==> src/rtl/usart_rx_byte.sv <==
// USART receive front end: 8N1 deserializer feeding the RX FIFO write port.
// Flags framing errors and good bytes dropped because the FIFO was full.
module usart_rx_byte #(
  parameter int CLKS_PER_BIT = 434
) (
  input  logic       clk,
  input  logic       rst,
  input  logic       rx,
  input  logic       fifo_full,
  output logic [7:0] data_out,
  output logic       wrreq,
  output logic       frame_err,
  output logic       overrun
);
  localparam int CW = (CLKS_PER_BIT > 1) ? $clog2(CLKS_PER_BIT) : 1;
  localparam logic [CW-1:0] LAST = CW'(CLKS_PER_BIT - 1);
  localparam logic [CW-1:0] HALF = CW'(CLKS_PER_BIT / 2 - 1);

  typedef enum logic [2:0] {IDLE, START, DATA, STOP, WAIT_HIGH} state_t;

  state_t        r_state;
  logic          r_rx_meta, r_rx_s;
  logic [CW-1:0] r_cnt;
  logic [2:0]    r_idx;
  logic [7:0]    r_shift;
  logic [7:0]    r_data;
  logic          r_wrreq, r_frame_err, r_overrun;

  always_ff @(posedge clk) begin
    if (rst) begin
      r_rx_meta <= 1'b1;
      r_rx_s    <= 1'b1;
    end else begin
      r_rx_meta <= rx;
      r_rx_s    <= r_rx_meta;
    end
  end

  always_ff @(posedge clk) begin
    if (rst) begin
      r_state     <= IDLE;
      r_cnt       <= '0;
      r_idx       <= '0;
      r_shift     <= '0;
      r_data      <= '0;
      r_wrreq     <= 1'b0;
      r_frame_err <= 1'b0;
      r_overrun   <= 1'b0;
    end else begin
      r_wrreq     <= 1'b0;
      r_frame_err <= 1'b0;
      case (r_state)
        IDLE: begin
          if (!r_rx_s) begin
            r_cnt   <= '0;
            r_state <= START;
          end
        end
        START: begin
          // Re-check the line at mid start bit to reject short glitches.
          if (r_cnt == HALF) begin
            r_cnt <= '0;
            r_idx <= '0;
            r_state <= r_rx_s ? IDLE : DATA;
          end else begin
            r_cnt <= r_cnt + 1'b1;
          end
        end
        DATA: begin
          if (r_cnt == LAST) begin
            r_cnt   <= '0;
            r_shift <= {r_rx_s, r_shift[7:1]};
            r_idx   <= r_idx + 3'd1;
            if (r_idx == 3'd7) r_state <= STOP;
          end else begin
            r_cnt <= r_cnt + 1'b1;
          end
        end
        STOP: begin
          // Leave at mid stop bit so a start edge right after it is caught.
          if (r_cnt == LAST) begin
            r_cnt <= '0;
            if (r_rx_s) begin
              if (!fifo_full) begin
                r_data  <= r_shift;
                r_wrreq <= 1'b1;
              end else begin
                r_overrun <= 1'b1;
              end
              r_state <= IDLE;
            end else begin
              r_frame_err <= 1'b1;
              r_state     <= WAIT_HIGH;
            end
          end else begin
            r_cnt <= r_cnt + 1'b1;
          end
        end
        WAIT_HIGH: begin
          if (r_rx_s) r_state <= IDLE;
        end
        default: r_state <= IDLE;
      endcase
    end
  end

  assign data_out  = r_data;
  assign wrreq     = r_wrreq;
  assign frame_err = r_frame_err;
  assign overrun   = r_overrun;
endmodule

==> config.mk <==
export PLATFORM = sky130hd
export DESIGN_NAME = usart_rx_byte
export DESIGN_NICKNAME = d
export VERILOG_FILES = /design/src/rtl/usart_rx_byte.sv
export SDC_FILE = /design/constraint.sdc
export NUM_CORES = 1
export LEC_CHECK = 0
export ABC_AREA = 0
export BUFFER_PORTS_ARGS = -buffer_cell sky130_fd_sc_hd__buf_2
export CAP_MARGIN = 20
export CORE_UTILIZATION = 55
export DETAILED_ROUTE_END_ITERATION = 12
export HOLD_SLACK_MARGIN = 0.05
export PLACE_DENSITY = 0.75
export SLEW_MARGIN = 20
export SYNTH_ARGS = -nofsm -noshare
export SYNTH_HDL_FRONTEND = slang
export SYNTH_SLANG_ARGS = --single-unit
==> constraint.sdc <==
create_clock -name clk -period 2.42 [get_ports clk]
set_input_delay 0.121 -clock clk [delete_from_list [all_inputs] [get_ports clk]]
set_output_delay 0.121 -clock clk [all_outputs]
set_load 0.05 [all_outputs]
==> results of run 1 <==
[cells in the mapped netlist (all sizes together) (4+ instances only)]
cell type / instances
mux2i: 17
a21oi: 10
inv: 4
nor2: 23
clkbuf: 6
nand3b: 4
nand2: 13
dfxtp: 36
nand3: 4
o22ai: 5
ha: 5
nor3: 5
buf: 5
[per-stage QoR]
stage               worst slack, ns  utilization, %  instance area [um2]
floorplan                    0.6218               -                 1683
global placement             0.4800           61.43                 1738
detailed placement           0.3863           61.43                 1738
CTS                          0.3722           64.84                 1834
global route                 0.2753           64.84                 1834
finish                       0.3833           64.84                 1834
[final cells by class]
type | instances | area (um2)
inverter | 4 | 15.01
clock buffer | 6 | 41.29
fill | 243 | 994.7
timing repair buffer | 18 | 105.1
sequential | 36 | 720.7
multi-input combinational | 130 | 878.3
clock inverter | 2 | 35.03
tap | 31 | 38.79
[critical path, stage by stage (launching register included)]
cell	delay, ns
dfxtp_1	0.37
or4b_1	0.70
nor4_4	0.33
buf_4	0.23
mux2i_1	0.22
nor2_1	0.05
[power groups by stage]
stage | clock [mW] | sequential [mW] | combinational, mW
CTS | 0.427 | 0.601 | 0.0385
floorplan | 0 | 0.612 | 0.0289
detailed placement | 0 | 0.615 | 0.0356
global placement | 0 | 0.615 | 0.0340
global route | 0.460 | 0.603 | 0.0424
finish | 0.426 | 0.602 | 0.0381
[cell families after synthesis]
| family | Yosys count |
|---|---|
| compound gates | 37 |
| mux | 17 |
| xor+xnor | 1 |
| simple gates | 70 |
| flops | 36 |
| fa+ha+maj | 5 |
| buf+inv | 15 |
[per-layer routing]
layer  vias up  part of all wire [%]
met4         0                   1.3
met2        36                    47
met5         -                     0
li1        683                     -
met1       644                    46
met3         6                   5.3
[state kept, by name (all words and copies together) (netlist names)]
register / count
r_rx_meta: 1
r_shift: 8
frame_err: 1
data_out: 8
r_rx_s: 1
overrun: 1
r_idx: 3
r_cnt: 9
wrreq: 1
r_state: 3
[worst paths after layout]
kind                               from                       end  slack (ns)  cells after the start
setup / recovery  r_cnt[6]$_SDFFE_PP0P_  data_out[0]$_SDFFE_PP0P_        0.38                      5
hold / removal                      rst      overrun$_SDFFE_PP0P_        0.26                      2
setup reg to reg  r_cnt[6]$_SDFFE_PP0P_  data_out[0]$_SDFFE_PP0P_        0.38                      5
hold reg to reg    r_rx_meta$_SDFF_PP1_         r_rx_s$_SDFF_PP1_        0.44                      1
[timing repair]
action | CTS | global route
endpoints found under the hold margin | 2 | 0
hold buffers | 2 | 0
endpoints found under the setup margin | 0 | 0
resized for setup | 0 | 0
==> results.py, run 1 <==
metrics = {
    "sta": {
        "rsz0062_at_grt": "no",
        "skew_ns": 0.01398,
        "fin_setup_tns_ns": 0,
        "slew_headroom_pct": 59.71,
        "fin_crit_ns": 2.037,
        "max_freq_ghz": 0.4910,
        "fin_crit_sh_pct": 84.16,
        "whs_ns": 0.2607,
        "setup_viol": 0,
        "drv_slew": 0,
        "finalHoldViolCount": 0,
        "tightest_slew_ns": 0.6044,
    },
    "pwr": {
        "p_per_area_nw_per_um2": 581.1,
        "p_leak_nw": 0.6660,
        "pwr-share-comb_pct": 3.6,
        "p_seq_share_pct": 56.4,
        "p_int_mw": 0.8259,
        "p_clk_share_pct": 40.0,
        "ir_worst_vdd_mv": 0.3570,
        "p_sw_mw": 0.2400,
        "p_sw_share_pct": 22.52,
        "total_power_mw": 1.066,
    },
    "worst_setup_path": {
        "worstSetupPathType": "flop to flop",
        "crit_required_ns": 2.65,
        "crit_fanout": 9,
        "critPathArrivalTime_ns": 2.27,
        "end_kind": "flop",
        "startpoint_type": "flop",
    },
    "drt": {
        "viasPerCell": 6.031,
        "firstDrtPassIters": 9,
        "vias": 1369,
        "antenna_left": 0,
        "wl_per_cell_um": 14.08,
        "first_iter_violations": 54,
        "drcViolationCount": 2,
        "wl_mm": 3.196,
    },
    "cells_and_area": {
        "layout_commonest_cell": "dfxtp_1",
        "diodes": 0,
        "layoutNonFillerInstCount": 227,
        "nets": 204,
        "area_growth_pct": 8.996,
        "layout_common_cells": "dfxtp_1, nor2_1, mux2i_1",
        "layout-drive-gt1-share_pct": 14.80,
    },
    "outcome": {
        "violations": "DRC",
        "outcome": "complete, but fails checks",
    },
    "global_routing": {
        "grt_max_degree": 37,
        "busiest_layer": "met2",
        "met3_usage_pct": 8.163,
        "grt_pass1_vias": 1304,
        "met2_usage_pct": 35.80,
        "antenna_found_initial": 0,
        "grt_pass1_wl_mm": 5.540,
        "grtUsageMet1_pct": 26.65,
        "grt_usage_pct": 21.98,
        "grt_overflow_total": 0,
    },
    "yosys": {
        "yosys.area_share.simple_pct": 23.05,
        "seq_area_frac_synth_pct": 42.83,
        "async_reset_ff_share_pct": 0,
        "synth.distinct_cells": 45,
        "syn-cell-area_um2": 1683,
        "dominantRegCellSynth": "dfxtp_1",
        "synth_xor_area_share_pct": 0.5204,
        "avgSynthCellArea_um2": 9.298,
        "synth_top_area_share_pct": 42.83,
        "yosys-top-cells-area": "dfxtp_1, mux2i_1, nor2_1",
        "synth_edf_count": 0,
        "synth-compound-area-share_pct": 14.80,
        "synth_top_family_by_area": "simple AND/OR/NAND/NOR gates",
        "synth_top_area_cell": "dfxtp_1",
        "synthAdderAreaFrac_pct": 3.717,
        "synthMuxAreaShare_pct": 10.11,
        "yosys_register_bits": 36,
        "synthCells": 181,
        "yosysWarnings": 0,
        "syn_nets": 190,
    },
    "floorplanning": {
        "core_area_um2": 2829,
        "initial_core_util_pct": 59.49,
        "rows": 19,
        "dieWidth_um": 57.32,
        "io-pin-count": 15,
        "die_h_um": 57.32,
        "die_area_um2": 3285,
    },
    "place": {
        "gp_congestion": 0.8233,
        "io_buffers": 14,
        "placed_cells": 217,
        "dp_hpwl_mm": 2.147,
    },
    "clocking": {
        "htreeDepth": 2,
        "clock_latency_ns": 0.35,
        "cts_buffers": 5,
        "root_buffer": "clkbuf_4",
        "clock-sinks": 36,
        "cts_setup_buffers": 0,
        "clock_path_buffers": 2,
        "tritoncts": "yes",
        "path_clk_slew_ns": 0.12,
    },
    "worst_hold_path": {
        "hold_path_class": "input pin to flop",
    },
    "run": {
        "drv_cap": 0,
    },
}
Note: power is estimated with default switching activity, not from simulation.
==> inputs of run 2 (changes only) <==
==> constraint.sdc (replaced) <==
create_clock -name clk -period 2.1 [get_ports clk]
set_input_delay 0.105 -clock clk [delete_from_list [all_inputs] [get_ports clk]]
set_output_delay 0.105 -clock clk [all_outputs]
set_load 0.05 [all_outputs]
==> run 2 against run 1 <==
Non-clock buffer count increased by 3. Count of clock-buffer cells in the layout increased by 2. Core utilization increased by 1.1 points. The run still ends with DRC left. Clock skew decreased by 0.00075 ns. Global-route usage increased by 0.54 points. Clock power decreased by 9.6%. Highest routed layer unchanged. Total power increased by 5.2%.
==> results.py, run 2 (synthesis gave the netlist of run 1 again) <==
metrics = {
    "worst_setup_path": {
        "crit_required_ns": 2.30,
        "critPathArrivalTime_ns": 2.18,
        "worstPathCellList": "or4b_1 > nor4_4 > buf_12 > mux2i_1 > nor2_1",
        "crit_fanout": 9,
        "max_stage_delay_ns": 0.68,
        "end_kind": "flop",
        "slowest_stage": "or4b_1",
        "worstSetupPathType": "flop to flop",
        "startpoint_type": "flop",
    },
    "sta": {
        "fin_crit_ns": 1.978,
        "skew_ns": 0.01322,
        "setup_viol": 0,
        "finalHoldViolCount": 0,
        "slew_headroom_pct": 59.41,
        "fin_crit_sh_pct": 94.18,
        "drv_slew": 0,
        "rsz0062_at_grt": "no",
        "setup_ws_ns": 0.1222,
        "fin_setup_tns_ns": 0,
        "tightest_slew_ns": 0.6089,
        "max_freq_ghz": 0.5056,
    },
    "global_routing": {
        "grt_pass1_vias": 1305,
        "grt_max_degree": 37,
        "antenna_found_initial": 0,
        "grt_overflow_total": 0,
        "grt_pass1_wl_mm": 5.671,
        "grt_usage_pct": 22.52,
    },
    "floorplanning": {
        "io-pin-count": 15,
        "dieWidth_um": 57.32,
        "die_h_um": 57.32,
        "die_area_um2": 3285,
        "rows": 19,
        "initial_core_util_pct": 59.49,
        "core_area_um2": 2829,
    },
    "cells_and_area": {
        "nets": 207,
        "final_core_util_pct": 65.90,
        "diodes": 0,
        "regMostFlops": "r_cnt",
        "num-fill-cells": 221,
        "layout-drive-gt1-share_pct": 15.58,
        "area_growth_pct": 10.78,
        "layout_common_cells": "dfxtp_1, nor2_1, mux2i_1",
        "layout_commonest_cell": "dfxtp_1",
        "seq_area_um2": 720.7,
        "largest_reg_flops": 9,
        "multi_input_area_um2": 878.3,
    },
    "place": {
        "pre_cts_ws_ns": 0.1288,
        "dp_hpwl_mm": 2.305,
        "io_buffers": 14,
        "gp_congestion": 0.8447,
    },
    "run": {
        "drv_cap": 0,
    },
    "pwr": {
        "ir_worst_vdd_mv": 0.4304,
        "p_leak_nw": 0.6780,
        "p_per_area_nw_per_um2": 601.2,
    },
    "drt": {
        "viasPerCell": 5.948,
        "first_iter_violations": 63,
        "wl_mm": 3.224,
        "antenna_left": 0,
        "firstDrtPassIters": 8,
        "wl_per_cell_um": 14.02,
        "vias": 1368,
        "drcViolationCount": 2,
    },
    "outcome": {
        "violations": "DRC",
        "outcome": "complete, but fails checks",
    },
    "clocking": {
        "cts_resized": 0,
        "tritoncts": "yes",
        "clock_latency_ns": 0.34,
        "root_buffer": "clkbuf_4",
        "clock-sinks": 36,
        "clock_path_buffers": 2,
        "cts_buffers": 5,
        "path_clk_slew_ns": 0.10,
        "htreeDepth": 2,
    },
    "worst_hold_path": {
        "hold_path_class": "input pin to flop",
    },
}
-- run 2: path summary, 6_finish.rpt --
check                             start                        to  slack, ns  cells after the start
hold / removal                      rst   r_shift[6]$_SDFFE_PP0P_       0.25                      2
hold reg to reg    r_rx_meta$_SDFF_PP1_         r_rx_s$_SDFF_PP1_       0.44                      1
setup / recovery  r_cnt[2]$_SDFFE_PP0P_  data_out[0]$_SDFFE_PP0P_       0.12                      5
setup reg to reg  r_cnt[2]$_SDFFE_PP0P_  data_out[0]$_SDFFE_PP0P_       0.12                      5
-- run 2: stage by stage --
stage / hold slack [ns] / cell area, um2 / total power [mW] / instances
CTS: 0.2572 / 1864 / 1.132 / 230
finish: 0.2547 / 1864 / 1.121 / 230
global placement: 0.2919 / 1785 / 0.7469 / 220
detailed placement: 0.2945 / 1785 / 0.7483 / 220
global route: 0.2803 / 1864 / 1.168 / 230
floorplan: 0.2088 / 1683 / 0.7392 / 181
-- run 2: report_power, final --
group	total (mW)	switching [mW]	internal (mW)	leakage, nW
logic	0.0424	0.0270	0.0154	0.355
clock network	0.385	0.220	0.165	0.0326
registers	0.693	0.00678	0.687	0.291
-- run 2: worst max-delay path: cells and delay by family (launching register included) --
family | cells | cell delay (ns)
buffers and inverters | 1 | 0.17
AND/OR/NAND/NOR | 3 | 1.11
multiplexers | 1 | 0.19
flip-flops | 1 | 0.36
-- run 2: area by class of cell --
cell class	instances	share of cell area [%]
inverters	4	0.8054
clock buffers	8	3.154
flip-flops and latches	36	38.66
multi-input cells	130	47.11
repair buffers	21	8.188
well taps	31	2.081
-- run 2: repair_timing --
item | CTS | global route
buffers inserted | 0 | 0
hold buffers | 2 | 0
endpoints found under the hold margin | 2 | 0
-- run 2: metal layers --
layer	wire length [um]	track usage [%]	share of wire [%]	up-vias
li1	-	-	-	688
met3	158	5.215	4.9	8
met4	53	10.10	1.6	0
met1	1464	28.69	45	633
met5	0	0	0	-
met2	1548	36.47	48	39
==> inputs of run 3 (changes only) <==
--- a/config.mk
+++ b/config.mk
@@ -8,6 +8,7 @@
 export ABC_AREA = 0
 export BUFFER_PORTS_ARGS = -buffer_cell sky130_fd_sc_hd__buf_2
 export CAP_MARGIN = 20
+export CORE_ASPECT_RATIO = 0.7
 export CORE_UTILIZATION = 55
 export DETAILED_ROUTE_END_ITERATION = 12
 export HOLD_SLACK_MARGIN = 0.05
@@ -16,3 +17,4 @@
 export SYNTH_ARGS = -nofsm -noshare
 export SYNTH_HDL_FRONTEND = slang
 export SYNTH_SLANG_ARGS = --single-unit
+export TNS_END_PERCENT = 50
==> run 3 against run 2 <==
The run now ends clean. Worst setup slack better by 0.027 ns. Clock skew down 0.0085 ns. Total power up 10%. Sequential cell count unchanged. Routed wire length up 1.2%. Core utilization up 0.47 points. Sequential share of layout area down 0.46 points. Non-clock buffer count down 2. Critical path depth unchanged. Global-route usage down 0.22 points. Final cell count up 1.3%. Design area up 1.2%. Critical path type unchanged. Critical endpoint is now data_out[2]$_SDFFE_PP0P_.
==> results.py, run 3 (synthesis gave the netlist of run 1 again) <==
metrics = {
    "outcome": {
        "outcome": "finished clean",
    },
    "worst_setup_path": {
        "end_kind": "flop",
        "slowest_stage": "or4b_1",
        "worstPathCellList": "or4b_1 > nor4_4 > buf_12 > mux2i_1 > nor2_1",
        "r2r_cells": 5,
        "crit_start": "r_cnt[2]$_SDFFE_PP0P_",
        "critPathBufInv": 1,
        "r2r-start": "r_cnt[2]$_SDFFE_PP0P_",
        "worstSetupPathType": "flop to flop",
        "crit_required_ns": 2.25,
        "crit_fanout": 9,
        "ff2ff_setup_slack_ns": 0.15,
        "crit_cells": 5,
        "startpoint_type": "flop",
        "critPathTopFamily": "simple AND/OR/NAND/NOR gates",
        "r2r-end": "data_out[2]$_SDFFE_PP0P_",
        "critPathArrivalTime_ns": 2.10,
        "max_stage_delay_ns": 0.68,
    },
    "floorplanning": {
        "rows": 16,
        "dieWidth_um": 68.12,
        "core_area_um2": 2843,
        "die_area_um2": 3289,
        "die_h_um": 48.28,
        "initial_core_util_pct": 59.20,
        "io-pin-count": 15,
    },
    "drt": {
        "first_iter_violations": 73,
        "wl_mm": 3.263,
        "viasPerCell": 5.760,
        "antenna_left": 0,
        "firstDrtPassIters": 4,
        "vias": 1342,
        "wl_per_cell_um": 14.00,
        "drcViolationCount": 0,
    },
    "sta": {
        "setup_viol": 0,
        "skew_ns": 0.004726,
        "fin_setup_tns_ns": 0,
        "rsz0062_at_grt": "no",
        "drv_slew": 0,
        "whs_ns": 0.08859,
        "setup_ws_ns": 0.1489,
        "tightest_slew_ns": 0.6322,
        "max_freq_ghz": 0.5125,
        "fin_crit_sh_pct": 92.91,
        "slew_headroom_pct": 57.85,
        "finalHoldViolCount": 0,
        "fin_crit_ns": 1.951,
    },
    "global_routing": {
        "grt_overflow_total": 0,
        "antenna_found_initial": 0,
        "grt_max_degree": 37,
        "grt_pass1_vias": 1114,
        "grt_pass1_wl_mm": 5.057,
        "grt_usage_pct": 22.29,
    },
    "clocking": {
        "htreeDepth": 2,
        "tritoncts": "yes",
        "clock_latency_ns": 0.29,
        "root_buffer": "clkbuf_8",
        "cts_buffers": 5,
        "cts_setup_buffers": 0,
        "clock-sinks": 36,
        "path_clk_slew_ns": 0.07,
        "clock_path_buffers": 2,
    },
    "pwr": {
        "p_sw_share_pct": 22.12,
        "ir_worst_vdd_mv": 0.4867,
        "p_int_mw": 0.9626,
        "p_leak_nw": 0.6868,
        "p_sw_mw": 0.2735,
        "p_clk_share_pct": 40.5,
        "p_per_area_nw_per_um2": 655.1,
        "p_seq_share_pct": 56.1,
        "total_power_mw": 1.236,
        "pwr-share-comb_pct": 3.4,
    },
    "worst_hold_path": {
        "hold_path_class": "input pin to flop",
        "hold_depth": 3,
        "hold_end": "overrun$_SDFFE_PP0P_",
        "hold_start": "fifo_full",
    },
    "cells_and_area": {
        "layout_commonest_cell": "dfxtp_1",
        "final_core_util_pct": 66.37,
        "area_growth_pct": 12.12,
        "nets": 205,
        "layout_common_cells": "dfxtp_1, nor2_1, mux2i_1",
        "num-fill-cells": 221,
        "regMostFlops": "r_cnt",
        "layout-drive-gt1-share_pct": 16.24,
        "layoutNonFillerInstCount": 233,
        "diodes": 0,
        "multi_input_area_um2": 878.3,
        "seq_area_um2": 720.7,
        "post-route-cell-area_um2": 1887,
        "largest_reg_flops": 9,
    },
    "place": {
        "placed_cell_area_um2": 1784,
        "pre_cts_ws_ns": 0.1556,
        "gp_congestion": 0.9323,
        "dp_hpwl_mm": 2.193,
        "placed_cells": 224,
        "io_buffers": 14,
    },
    "run": {
        "drv_cap": 0,
    },
}
[run 3: cell type report]
cell class / count / share of cell area (%)
clock buffers: 6 / 4.377
clock inverters: 2 / 0.5305
inverters: 4 / 0.7958
multi-input cells: 130 / 46.55
flip-flops and latches: 36 / 38.20
well taps: 36 / 2.387
repair buffers: 19 / 7.162
[run 3: worst reg2reg max path, stage by stage (launching register included)]
cell and delay [ns]:
dfxtp_1 0.35, or4b_1 0.68, nor4_4 0.37, buf_12 0.18, mux2i_1 0.19, nor2_1 0.06
[run 3: what timing repair did]
action	4_1_cts	5_1_grt
endpoints found under the setup margin	0	0
gates resized for setup	0	0
hold buffers	1	0
endpoints found under the hold margin	1	0
[run 3: per-layer routing]
layer | global-route usage, % | vias to the layer above | wire length (um)
met1 | 30.78 | 628 | 1638
met4 | 12.92 | 0 | 29
li1 | - | 677 | -
met5 | 0 | - | 0
met2 | 28.82 | 35 | 1378
met3 | 9.112 | 2 | 216
[run 3: power groups by stage]
stage | registers, mW | clock network [mW] | logic (mW)
2_1_floorplan | 0.706 | 0 | 0.0333
3_3_place_gp | 0.709 | 0 | 0.0389
3_5_place_dp | 0.709 | 0 | 0.0405
4_1_cts | 0.693 | 0.522 | 0.0420
5_1_grt | 0.694 | 0.553 | 0.0466
6_report | 0.694 | 0.500 | 0.0422
[run 3: worst max-delay path by stage]
| stage | to | slack [ns] |
|---|---|---|
| after floorplan | data_out[0]$_SDFFE_PP0P_ | 0.30 |
| after global placement | data_out[3]$_SDFFE_PP0P_ | 0.19 |
| after detailed placement | data_out[2]$_SDFFE_PP0P_ | 0.16 |
| after CTS | data_out[2]$_SDFFE_PP0P_ | 0.13 |
| after global routing | data_out[2]$_SDFFE_PP0P_ | 0.03 |
| final | data_out[2]$_SDFFE_PP0P_ | 0.15 |
